[src/rtl/hack_pkg.sv]
// rtl/hack_pkg.sv - Hack instruction field positions, comp codes and sequencer states
package hack_pkg;

  localparam int OP_BIT    = 15;
  localparam int A_SEL_BIT = 12;
  localparam int COMP_HI   = 11;
  localparam int COMP_LO   = 6;
  localparam int DEST_HI   = 5;
  localparam int DEST_LO   = 3;
  localparam int JUMP_HI   = 2;
  localparam int JUMP_LO   = 0;

  localparam int DEST_A = 5;
  localparam int DEST_D = 4;
  localparam int DEST_M = 3;

  localparam logic [5:0] COMP_ZERO     = 6'b101010;
  localparam logic [5:0] COMP_ONE      = 6'b111111;
  localparam logic [5:0] COMP_D        = 6'b001100;
  localparam logic [5:0] COMP_A        = 6'b110000;
  localparam logic [5:0] COMP_D_PLUS_A = 6'b000010;
  localparam logic [5:0] COMP_D_OR_A   = 6'b010101;

  typedef enum logic [1:0] {
    IDLE = 2'd0,
    EXEC = 2'd1,
    WB   = 2'd2
  } seq_state_t;

  // Only 111xxxxx... is a well-formed C-instruction; bits 14:13 must be set.
  function automatic logic c_bits_legal(input logic [15:0] ins);
    return ins[14] & ins[13];
  endfunction

endpackage

[src/rtl/hack_jump_eval.sv]
// rtl/hack_jump_eval.sv - Hack jump condition from j[2:0] and the ALU flags
module hack_jump_eval (
  input  logic [2:0] i_j,
  input  logic       i_zr,
  input  logic       i_ng,
  output logic       o_take
);

  assign o_take = (i_j[2] & i_ng) | (i_j[1] & i_zr) | (i_j[0] & ~i_ng & ~i_zr);

endmodule

[src/rtl/hack_alu_sequencer.sv]
// rtl/hack_alu_sequencer.sv - Hack A/D register owner and ALU sequencer (IDLE/EXEC/WB)
// Optional macro ALU_SEQ_ILLEGAL_CHK_EN: reject C-instructions with IR[14:13]!=2'b11 via err.
module hack_alu_sequencer
  import hack_pkg::*;
#(
  parameter int WIDTH = 16
) (
  input  logic             clk,
  input  logic             rst,
  input  logic             instr_valid,
  output logic             instr_ready,
  input  logic [15:0]      instr,
  input  logic [WIDTH-1:0] m_in,
  output logic [WIDTH-1:0] alu_x,
  output logic [WIDTH-1:0] alu_y,
  output logic             alu_zx,
  output logic             alu_nx,
  output logic             alu_zy,
  output logic             alu_ny,
  output logic             alu_f,
  output logic             alu_no,
  input  logic [WIDTH-1:0] alu_out,
  input  logic             alu_zr,
  input  logic             alu_ng,
  output logic [WIDTH-1:0] a_reg,
  output logic [WIDTH-1:0] d_reg,
  output logic [WIDTH-1:0] m_addr,
  output logic [WIDTH-1:0] m_out,
  output logic             m_we,
  output logic             jump,
  output logic [WIDTH-1:0] jump_addr,
`ifdef ALU_SEQ_ILLEGAL_CHK_EN
  output logic             err,
`endif
  output logic             done
);

  seq_state_t       r_state;
  seq_state_t       w_next;
  logic [15:0]      r_ir;
  logic [WIDTH-1:0] r_a;
  logic [WIDTH-1:0] r_d;
  logic [WIDTH-1:0] r_res;
  logic             r_zr;
  logic             r_ng;
  logic [WIDTH-1:0] r_m_addr;
  logic [WIDTH-1:0] r_m_out;
  logic [WIDTH-1:0] r_jump_addr;

  logic w_in_legal;
  logic w_ir_legal;
  logic w_ir_is_c;
  logic w_take;
  logic w_wb_c;

`ifdef ALU_SEQ_ILLEGAL_CHK_EN
  assign w_in_legal = ~instr[OP_BIT] | c_bits_legal(instr);
  assign w_ir_legal = ~r_ir[OP_BIT] | c_bits_legal(r_ir);
  assign err        = (r_state == WB) & ~w_ir_legal;
`else
  assign w_in_legal = 1'b1;
  assign w_ir_legal = 1'b1;
`endif

  assign w_ir_is_c = r_ir[OP_BIT];
  assign w_wb_c    = (r_state == WB) & w_ir_is_c & w_ir_legal;

  hack_jump_eval u_jump_eval (
    .i_j    (r_ir[JUMP_HI:JUMP_LO]),
    .i_zr   (r_zr),
    .i_ng   (r_ng),
    .o_take (w_take)
  );

  always_comb begin
    w_next = r_state;
    case (r_state)
      IDLE: begin
        if (instr_valid) begin
          // A-instructions and rejected C-instructions skip the ALU cycle.
          w_next = (instr[OP_BIT] && w_in_legal) ? EXEC : WB;
        end
      end
      EXEC:    w_next = WB;
      WB:      w_next = IDLE;
      default: w_next = IDLE;
    endcase
  end

  always_comb begin
    instr_ready = (r_state == IDLE);
    alu_x       = '0;
    alu_y       = '0;
    {alu_zx, alu_nx, alu_zy, alu_ny, alu_f, alu_no} = 6'b0;
    if (r_state == EXEC) begin
      alu_x = r_d;
      alu_y = r_ir[A_SEL_BIT] ? m_in : r_a;
      {alu_zx, alu_nx, alu_zy, alu_ny, alu_f, alu_no} = r_ir[COMP_HI:COMP_LO];
    end
  end

  // During WB the addresses reflect A as it was before this instruction's update.
  assign done      = (r_state == WB);
  assign m_we      = w_wb_c & r_ir[DEST_M];
  assign jump      = w_wb_c & w_take;
  assign m_addr    = (r_state == WB) ? r_a : r_m_addr;
  assign jump_addr = (r_state == WB) ? r_a : r_jump_addr;
  assign m_out     = w_wb_c ? r_res : r_m_out;
  assign a_reg     = r_a;
  assign d_reg     = r_d;

  always_ff @(posedge clk or posedge rst) begin
    if (rst) begin
      r_state     <= IDLE;
      r_ir        <= '0;
      r_a         <= '0;
      r_d         <= '0;
      r_res       <= '0;
      r_zr        <= 1'b0;
      r_ng        <= 1'b0;
      r_m_addr    <= '0;
      r_m_out     <= '0;
      r_jump_addr <= '0;
    end else begin
      r_state <= w_next;
      if (r_state == IDLE && instr_valid) begin
        r_ir <= instr;
      end
      if (r_state == EXEC) begin
        r_res <= alu_out;
        r_zr  <= alu_zr;
        r_ng  <= alu_ng;
      end
      if (r_state == WB) begin
        r_m_addr    <= r_a;
        r_jump_addr <= r_a;
        if (!w_ir_is_c) begin
          r_a <= {1'b0, r_ir[14:0]};
        end else if (w_ir_legal) begin
          if (r_ir[DEST_A]) r_a <= r_res;
          if (r_ir[DEST_D]) r_d <= r_res;
          r_m_out <= r_res;
        end
      end
    end
  end

endmodule
[config.mk]
export PLATFORM = sky130hd
export DESIGN_NAME = hack_alu_sequencer
export DESIGN_NICKNAME = d
export VERILOG_FILES = /design/src/rtl/hack_pkg.sv /design/src/rtl/hack_jump_eval.sv /design/src/rtl/hack_alu_sequencer.sv
export SDC_FILE = /design/constraint.sdc
export NUM_CORES = 1
export LEC_CHECK = 0
export ABC_AREA = 0
export CAP_MARGIN = 20
export CORE_MARGIN = 2
export CORE_UTILIZATION = 50
export CTS_BUF_LIST = sky130_fd_sc_hd__clkbuf_8
export DETAILED_ROUTE_END_ITERATION = 10
export GPL_TIMING_DRIVEN = 0
export HOLD_SLACK_MARGIN = 0.15
export PLACE_DENSITY_LB_ADDON = 0.2
export SYNTH_ARGS = -nofsm -noshare
export SYNTH_HDL_FRONTEND = slang
export SYNTH_SLANG_ARGS = --single-unit
[constraint.sdc]
create_clock -name clk -period 6.9 [get_ports clk]
set_input_delay 1.035 -clock clk [delete_from_list [all_inputs] [get_ports clk]]
set_output_delay 1.035 -clock clk [all_outputs]
set_load 0.005 [all_outputs]
==> metrics.cfg, run 1 <==
[run_status]
status = finished clean

[flow_run]
drv_cap = 0

[setup_path]
cp_max_fo = 10
cp.required_ns = 5.86
reg2reg_depth = 5
startpoint = r_state[0]
regToRegStartpoint = r_state[0]
crit_arrival_ns = 2.40
crit_path_end_kind = output port
cp-start-kind = flop
critical_path_class = reg2out

[placement]
io_buffers = 174
place_congestion = 0.8168
dpl_cell_area_um2 = 6907
hpwl_um = 9456

[logic_synthesis]
synth_seq_cells = 116
synth_edf_count = 0
ys_seq_area_share_pct = 58.42
synth_area_um2 = 4969
synthTopCellsByArea = dfrtp_1, mux2_2, nand2_1, mux2i_1, mux2_4
ys_async_sr_fraction_pct = 100.0
synth_top_area_cell = dfrtp_1
yosys_warnings = 0
synth_top_area_share_pct = 58.42
syn_inst = 431
ys_types = 24
synth_flop_cell = dfrtp_1
avgSynthCellArea_um2 = 11.53
syn_nets = 484

[floorplanning]
row_count = 36
die_y_um = 103.7
core_um2 = 9729
num_io_pins = 175
fp.dieW_um = 103.7
dieArea_um2 = 10750
start_util_pct = 51.07

[sta]
drv_slew = 0
finClkSkew_ns = 0.009316
setup_viol = 0
slew_headroom_pct = 54.92
fin_hold_ws_ns = 0.4772
tns_ns = 0
fin_crit_sh_pct = 49.73
worst_slew_pin_slew_ns = 0.6761
fmax_mhz = 291.4
hold_viol_final = 0
period_needed_ns = 3.431
rsz0062_at_grt = no

[clocking]
ctsResizeCount = 0
insertion_delay_ns = 0.42
cts.clk_slew.worst_paths_ns = 0.07
cts_made_buffers = 17
root_buffer = clkbuf_8
htree_levels = 4
cts.hold.buffers_added = 0
post_cts_buffers = 0
cts_tree = built
clkSinkCount = 116
clockBufferDepth = 2

[power]
irDropWorstVdd_mv = 0.2600
p_per_area_nw_per_um2 = 396.5
p_leak_uw = 0.003415

[global_route]
grt_use_total_pct = 25.34
first_global_vias = 4142
antenna_found_initial = 0
grt_max_degree = 65
overflow = 0
grt_first_pass_wirelength_um = 21320

[drt]
wl_met1_um = 5376
wl_per_cell_um = 17.14
highest_layer = met4
wl_met3_um = 843
drcViolationCount = 0
drt-initial-drc-count = 132
routed_wirelength_um = 13200
drtPass1Iterations = 5
wl_met2_um = 6802
vias_per_cell = 5.047
ant_nets = 0
num_vias = 3886

[finish]
area_growth_pct = 47.90
final_nets = 678
final_layout_size_suffix_gt1_share_pct = 19.47
n_antenna_cell = 0
stdcell_area_um2 = 7348

[min_path]
min_path_type = reg2reg
holdCritStartpoint = r_jump_addr[1]
holdPathStages = 2

-- layer usage --
| layer | track usage, % | vias up |
|---|---|---|
| met5 | 0 | - |
| li1 | - | 1792 |
| met2 | 44.04 | 148 |
| met3 | 7.111 | 22 |
| met4 | 8.301 | 0 |
| met1 | 30.56 | 1924 |
-- kinds of logic (layout without fill, tap and decap cells) --
kind of cell	after synthesis	after routing	share of synthesized area, %
compound gates	8	8	1.108
simple gates	186	186	15.97
flops	116	116	58.42
mux	93	93	21.43
buf+inv	28	234	3.072
-- final cells by class --
cell class / instances / area, um2
fillers: 685 / 2381
plain buffers: 23 / 128.9
well taps: 133 / 166.4
inverters: 5 / 26.28
clock buffers: 19 / 261.5
multi-input cells: 287 / 1913
repair buffers: 175 / 1769
clock inverters: 12 / 180.2
flip-flops and latches: 116 / 2903
-- cells in the mapped netlist (all sizes together), types with 2 or more instances --
cell,count
nand2,137
dfrtp,116
mux2,77
and2,23
nor2,19
mux2i,16
clkbuf,13
buf,10
a21oi,5
inv,4
and3,2
nand2b,2
-- final timing paths --
kind / to / slack [ns]
max: jump_addr[3] / 3.47
min: r_jump_addr[1] / 0.48
max reg2reg: a_reg[1] / 5.21
min reg2reg: r_jump_addr[1] / 0.48
max in group asynchronous: d_reg[1] / 5.08
min in group asynchronous: r_m_addr[11] / 1.06
-- critical path: stages, from the launching register on --
cell,delay [ns]
dfrtp_1,0.42
nand2b_1,0.17
buf_6,0.15
clkinv_4,0.07
clkbuf_1,0.38
nand2_1,0.16
nand2_1,0.12
clkdlybuf4s50_1,0.51
-- report_power, final --
group	leakage [uW]	total (uW)	switching [uW]	internal, uW
Combinational	0.00177	1080	390	693
Sequential	0.00142	1140	186	956
Clock	0.000218	689	278	412
-- through the flow --
step	power, uW	setup WS (ns)	util [%]	std cells
2_1_floorplan	1555	2.793	-	431
3_3_place_gp	2186	1.267	70.68	738
3_5_place_dp	2235	3.661	70.99	739
4_1_cts	2941	3.441	75.53	770
5_1_grt	3072	3.360	75.53	770
6_report	2914	3.469	75.53	770
-- layout by cell type, fill, tap and decap left out, drive strengths merged, types with 2 or more instances in the layout --
cell type / synthesis / layout
a21oi: 5 / 5
bufinv: 0 / 4
inv: 4 / 4
nand2b: 2 / 2
clkinv: 1 / 7
and2: 23 / 23
clkbuf: 13 / 32
clkdlybuf4s50: 0 / 174
dfrtp: 116 / 116
buf: 10 / 11
mux2: 77 / 77
mux2i: 16 / 16
nand2: 137 / 137
and3: 2 / 2
nor2: 19 / 19
clkinvlp: 0 / 2
Power figures use the tool's default switching activity.
==> run 2: changes to the inputs <==
CORE_UTILIZATION = 47   (was 50)
clock period = 3.46 ns   (was 6.9 ns; I/O delays follow)
==> metrics.cfg, run 2 (synthesis results as in run 1) <==
[global_route]
overflow = 0  ; unchanged
grt_max_degree = 41  ; -37%
antenna_found_initial = 0  ; unchanged
grt_use_total_pct = 22.99  ; -2.4 points
grt_first_pass_wirelength_um = 19980  ; -6.3%
first_global_vias = 3926  ; -5.2%

[sta]
hold_viol_final = 0  ; unchanged
setup_viol = 0  ; unchanged
rsz0062_at_grt = no
period_needed_ns = 2.912
tns_ns = 0  ; unchanged
slew_headroom_pct = 43.69  ; -11 points
finClkSkew_ns = 0.008224  ; -0.001091 ns
drv_slew = 0  ; unchanged
worst_slew_pin_slew_ns = 0.8429  ; +0.1668 ns
fin_crit_sh_pct = 84.15
worst_slack_ns = 0.5483  ; -2.920 ns
fmax_mhz = 343.4

[setup_path]
cp_max_fo = 10  ; unchanged
cp-start-kind = flop
cp.required_ns = 2.94  ; -2.92 ns
crit_path_end_kind = output port
crit_arrival_ns = 2.39  ; about the same
critical_path_class = reg2out

[finish]
final_common_cell = clkdlybuf4s50_1
layout_common_cells = clkdlybuf4s50_1, nand2_1, dfrtp_1, mux2_2, and2_1
final_layout_size_suffix_gt1_share_pct = 19.72  ; +0.25 points
fill_cells = 815  ; +19%
area_growth_pct = 47.14
stdcell_area_um2 = 7311  ; -0.51%
n_antenna_cell = 0  ; unchanged
final_nets = 679  ; +0.15%

[drt]
ant_nets = 0  ; unchanged
drcViolationCount = 0  ; unchanged
wl_per_cell_um = 16.37  ; -4.5%
num_vias = 3809  ; -2.0%
routed_wirelength_um = 12690  ; -3.9%
vias_per_cell = 4.915  ; -2.6%
drtPass1Iterations = 4  ; -1
drt-initial-drc-count = 187  ; +42%

[placement]
dpl_cell_area_um2 = 6924  ; +0.25%
preCtsSetupSlack_ns = 0.9679  ; -2.693 ns
place_congestion = 0.7974  ; -2.4%
hpwl_um = 9487  ; +0.33%
io_buffers = 174  ; unchanged

[power]
p_leak_uw = 0.003381  ; -1.0%
p_total_uw = 5600  ; +92%
irDropWorstVdd_mv = 0.3539  ; +36%
p_per_area_nw_per_um2 = 766.1  ; +93%

[floorplanning]
core_um2 = 10280  ; +5.6%
num_io_pins = 175  ; unchanged
fp.dieW_um = 106.8  ; +3.0%
row_count = 37  ; +2.8%
dieArea_um2 = 11410  ; +6.1%
die_y_um = 106.8  ; +3.0%
start_util_pct = 48.34  ; -2.7 points

[flow_run]
drv_cap = 0  ; unchanged

[clocking]
clkSinkCount = 116  ; unchanged
clockBufferDepth = 2  ; unchanged
post_cts_buffers = 0  ; unchanged
cts_tree = built
cts.clk_slew.worst_paths_ns = 0.07  ; about the same
root_buffer = clkbuf_8
cts_made_buffers = 17  ; unchanged
ctsResizeCount = 0  ; unchanged
insertion_delay_ns = 0.42  ; about the same
htree_levels = 4  ; unchanged
cts.hold.buffers_added = 0  ; unchanged

[min_path]
min_path_type = reg2reg

[run_status]
status = finished clean

-- run 2: cell count changes in the layout (fill, tap and decap cells not counted) --
| cell | previous run | this run |
|---|---|---|
| bufinv_16 | 4 | 1 |
| inv_6 | 0 | 4 |
| clkinv_2 | 2 | 1 |
| inv_4 | 1 | 0 |
| buf_16 | 1 | 0 |
| clkinv_4 | 5 | 3 |
| buf_12 | 0 | 2 |
| clkinvlp_4 | 2 | 6 |
-- run 2: cell type report --
| class | instances | area, um2 | share of cell area (%) |
|---|---|---|---|
| sequential | 116 | 2903 | 39.71 |
| clock inverter | 13 | 125.1 | 1.711 |
| tap | 136 | 170.2 | 2.328 |
| timing repair buffer | 176 | 1782 | 24.37 |
| buffer | 23 | 128.9 | 1.763 |
| inverter | 5 | 27.53 | 0.3765 |
| clock buffer | 19 | 261.5 | 3.577 |
| multi-input combinational | 287 | 1913 | 26.17 |
-- run 2: metrics by stage --
stage | hold WS [ns] | util (%) | instances
after CTS | 0.4780 | 71.13 | 775
after detailed placement | 0.4607 | 67.37 | 743
after global placement | 0.4550 | 66.98 | 741
after global routing | 0.4974 | 71.13 | 775
final | 0.4767 | 71.13 | 775
after floorplan | 0.4590 | - | 431
-- run 2: worst paths after layout --
kind,end,from,depth (start not counted),slack (ns)
worst max-delay path,jump_addr[5],r_state[0],7,0.55
worst min-delay path,r_jump_addr[11],r_jump_addr[11],2,0.48
worst max register to register,a_reg[7],r_state[0],5,1.83
worst min register to register,r_jump_addr[11],r_jump_addr[11],2,0.48
max in group asynchronous,r_jump_addr[4],rst,4,1.91
min in group asynchronous,r_m_addr[10],rst,2,0.62
-- run 2: power breakdown --
| part | internal (uW) | switching, uW |
|---|---|---|
| sequential | 1910 | 371 |
| combinational | 1380 | 748 |
| clock | 615 | 579 |
-- run 2: critical path, cell delays in order, from the launching register on --
cell             delay [ns]
dfrtp_1                0.41
nand2b_1               0.17
buf_6                  0.14
clkinv_4               0.07
clkbuf_1               0.40
nand2_1                0.14
nand2_1                0.11
clkdlybuf4s50_1        0.54
-- run 2: metal layers --
| metal | track usage, % | routed length (um) | vias up |
|---|---|---|---|
| li1 | - | - | 1787 |
| met1 | 29.82 | 5439 | 1885 |
| met2 | 37.72 | 6348 | 125 |
| met3 | 6.809 | 778 | 12 |
| met4 | 6.494 | 121 | 0 |
| met5 | 0 | 0 | - |
==> run 3: changes to the inputs <==
clock period = 2.7 ns   (was 3.46 ns; I/O delays follow)
==> metrics.cfg, run 3 (synthesis results as in run 1) <==
[global_route]
grt_first_pass_wirelength_um = 19980  ; unchanged
grt_use_total_pct = 22.93  ; -0.053 points
antenna_found_initial = 0  ; unchanged
grt_max_degree = 41  ; unchanged
first_global_vias = 3921  ; -0.13%
overflow = 0  ; unchanged

[floorplanning]
die_y_um = 106.8  ; unchanged
dieArea_um2 = 11410  ; unchanged
core_um2 = 10280  ; unchanged
fp.dieW_um = 106.8  ; unchanged
start_util_pct = 48.34  ; unchanged
num_io_pins = 175  ; unchanged
row_count = 37  ; unchanged

[power]
combPwrFrac_pct = 38.1  ; about the same
p_leak_uw = 0.003391  ; +0.29%
power_switching_uw = 2177  ; +28%
p_seq_share_pct = 40.6  ; about the same
p_total_uw = 7183  ; +28%
irDropWorstVdd_mv = 0.4541  ; +28%
swShare_pct = 30.31  ; about the same
p_per_area_nw_per_um2 = 979.8  ; +28%
clockPowerShare_pct = 21.3  ; about the same
p_int_uw = 5006  ; +28%

[min_path]
min_path_type = reg2reg

[sta]
setup_viol = 0  ; unchanged
drv_slew = 0  ; unchanged
worst_slew_pin_slew_ns = 0.8424  ; -0.0005528 ns
slew_headroom_pct = 43.73  ; about the same
tns_ns = 0  ; unchanged
period_needed_ns = 2.620
rsz0062_at_grt = yes
fin_crit_sh_pct = 97.04
hold_viol_final = 0  ; unchanged
fmax_mhz = 381.7
finClkSkew_ns = 0.009230  ; +0.001006 ns
worst_slack_ns = 0.07981  ; -0.4685 ns

[finish]
n_antenna_cell = 0  ; unchanged
multi_input_area_um2 = 1922  ; +0.46%
final_layout_size_suffix_gt1_share_pct = 20.66  ; +0.94 points
final_nets = 679  ; unchanged
fin_cells = 775  ; unchanged
final_common_cell = clkdlybuf4s50_1
area_growth_pct = 47.54
regArea_um2 = 2903  ; unchanged
fill_cells = 815  ; unchanged
layout_common_cells = clkdlybuf4s50_1, nand2_1, dfrtp_1, mux2_2, and2_1
final_util_pct = 71.33  ; +0.19 points

[setup_path]
cpPeakStageDelay_ns = 0.50  ; -0.04 ns
critical_path_class = reg2out
cp_slowest_cell = clkdlybuf4s50_1
cp.required_ns = 2.30  ; -0.64 ns
worstPathCellList = nor2b_1 -> clkbuf_1 -> and2_1 -> clkdlybuf4s50_1
crit_arrival_ns = 2.22  ; -0.17 ns
crit_path_end_kind = output port
r2r_setup_slack_ns = 1.08  ; -0.75 ns
cp-start-kind = flop
cp_max_fo = 10  ; unchanged

[flow_run]
drv_cap = 0  ; unchanged

[placement]
hpwl_um = 9487  ; unchanged
io_buffers = 174  ; unchanged
place_congestion = 0.7974  ; unchanged
numPlacedInstances = 743  ; unchanged
preCtsSetupSlack_ns = 0.3219  ; -0.6460 ns

[clocking]
cts.clk_slew.worst_paths_ns = 0.07  ; about the same
insertion_delay_ns = 0.42  ; about the same
clkSinkCount = 116  ; unchanged
clockBufferDepth = 2  ; unchanged
cts_made_buffers = 17  ; unchanged
root_buffer = clkbuf_8
cts_tree = built
htree_levels = 4  ; unchanged

[drt]
drt-initial-drc-count = 150  ; -20%
num_vias = 3783  ; -0.68%
ant_nets = 0  ; unchanged
drcViolationCount = 0  ; unchanged
routed_wirelength_um = 12680  ; about the same
drtPass1Iterations = 4  ; unchanged
vias_per_cell = 4.881  ; -0.68%
wl_per_cell_um = 16.36  ; about the same

[run_status]
status = finished clean

[run 3: repair_timing]
action / 4_1_cts / 5_1_grt
pin swaps: 0 / 1
setup buffers: 0 / 1
gates resized for setup: 5 / 10
endpoints found under the setup margin: 38 / 59
hold buffers: 0 / 0
[run 3: path summary, 6_finish.rpt]
| kind | to | start | depth (start not counted) |
|---|---|---|---|
| min in group asynchronous | r_m_addr[10] | rst | 2 |
| max in group asynchronous | r_zr | rst | 4 |
| hold / removal | r_jump_addr[11] | r_jump_addr[11] | 2 |
| hold reg to reg | r_jump_addr[11] | r_jump_addr[11] | 2 |
| setup / recovery | alu_x[13] | r_state[0] | 4 |
| setup reg to reg | a_reg[7] | r_state[0] | 5 |
[run 3: worst max-delay path, delay by kind of cell, from the launching register on]
kind	cells	cell delay (ns)
buffers and inverters	2	0.91
flip-flops	1	0.39
AND/OR/NAND/NOR	2	0.50
[run 3: through the flow]
| step | hold slack [ns] | instance area (um2) |
|---|---|---|
| after CTS | 0.4780 | 7313 |
| after global routing | 0.4972 | 7331 |
| after floorplan | 0.4590 | 4972 |
| after global placement | 0.4550 | 6884 |
| after detailed placement | 0.4607 | 6924 |
| final | 0.4766 | 7331 |
[run 3: cell type report]
cell class / count / area share, %
tap: 136 / 2.321
multi-input combinational: 287 / 26.22
timing repair buffer: 177 / 24.41
clock buffer: 19 / 3.567
clock inverter: 13 / 1.707
inverter: 5 / 0.3755
buffer: 22 / 1.809
sequential: 116 / 39.60
[run 3: layer usage]
layer  routed length [um]  vias up  track usage [%]
li1                     -     1787                -
met4                  143        0            6.772
met5                    0        -                0
met1                 5483     1866            29.90
met3                  737       13            6.383
met2                 6317      117            37.63
[run 3: power by group through the flow]
| stage | Sequential, uW | Combinational, uW | Clock, uW |
|---|---|---|---|
| 4_1_cts | 2930 | 2770 | 1560 |
| 5_1_grt | 3000 | 2970 | 1640 |
| 3_3_place_gp | 2910 | 2690 | 0 |
| 6_report | 2920 | 2740 | 1530 |
| 2_1_floorplan | 2800 | 1170 | 0 |
| 3_5_place_dp | 2960 | 2750 | 0 |
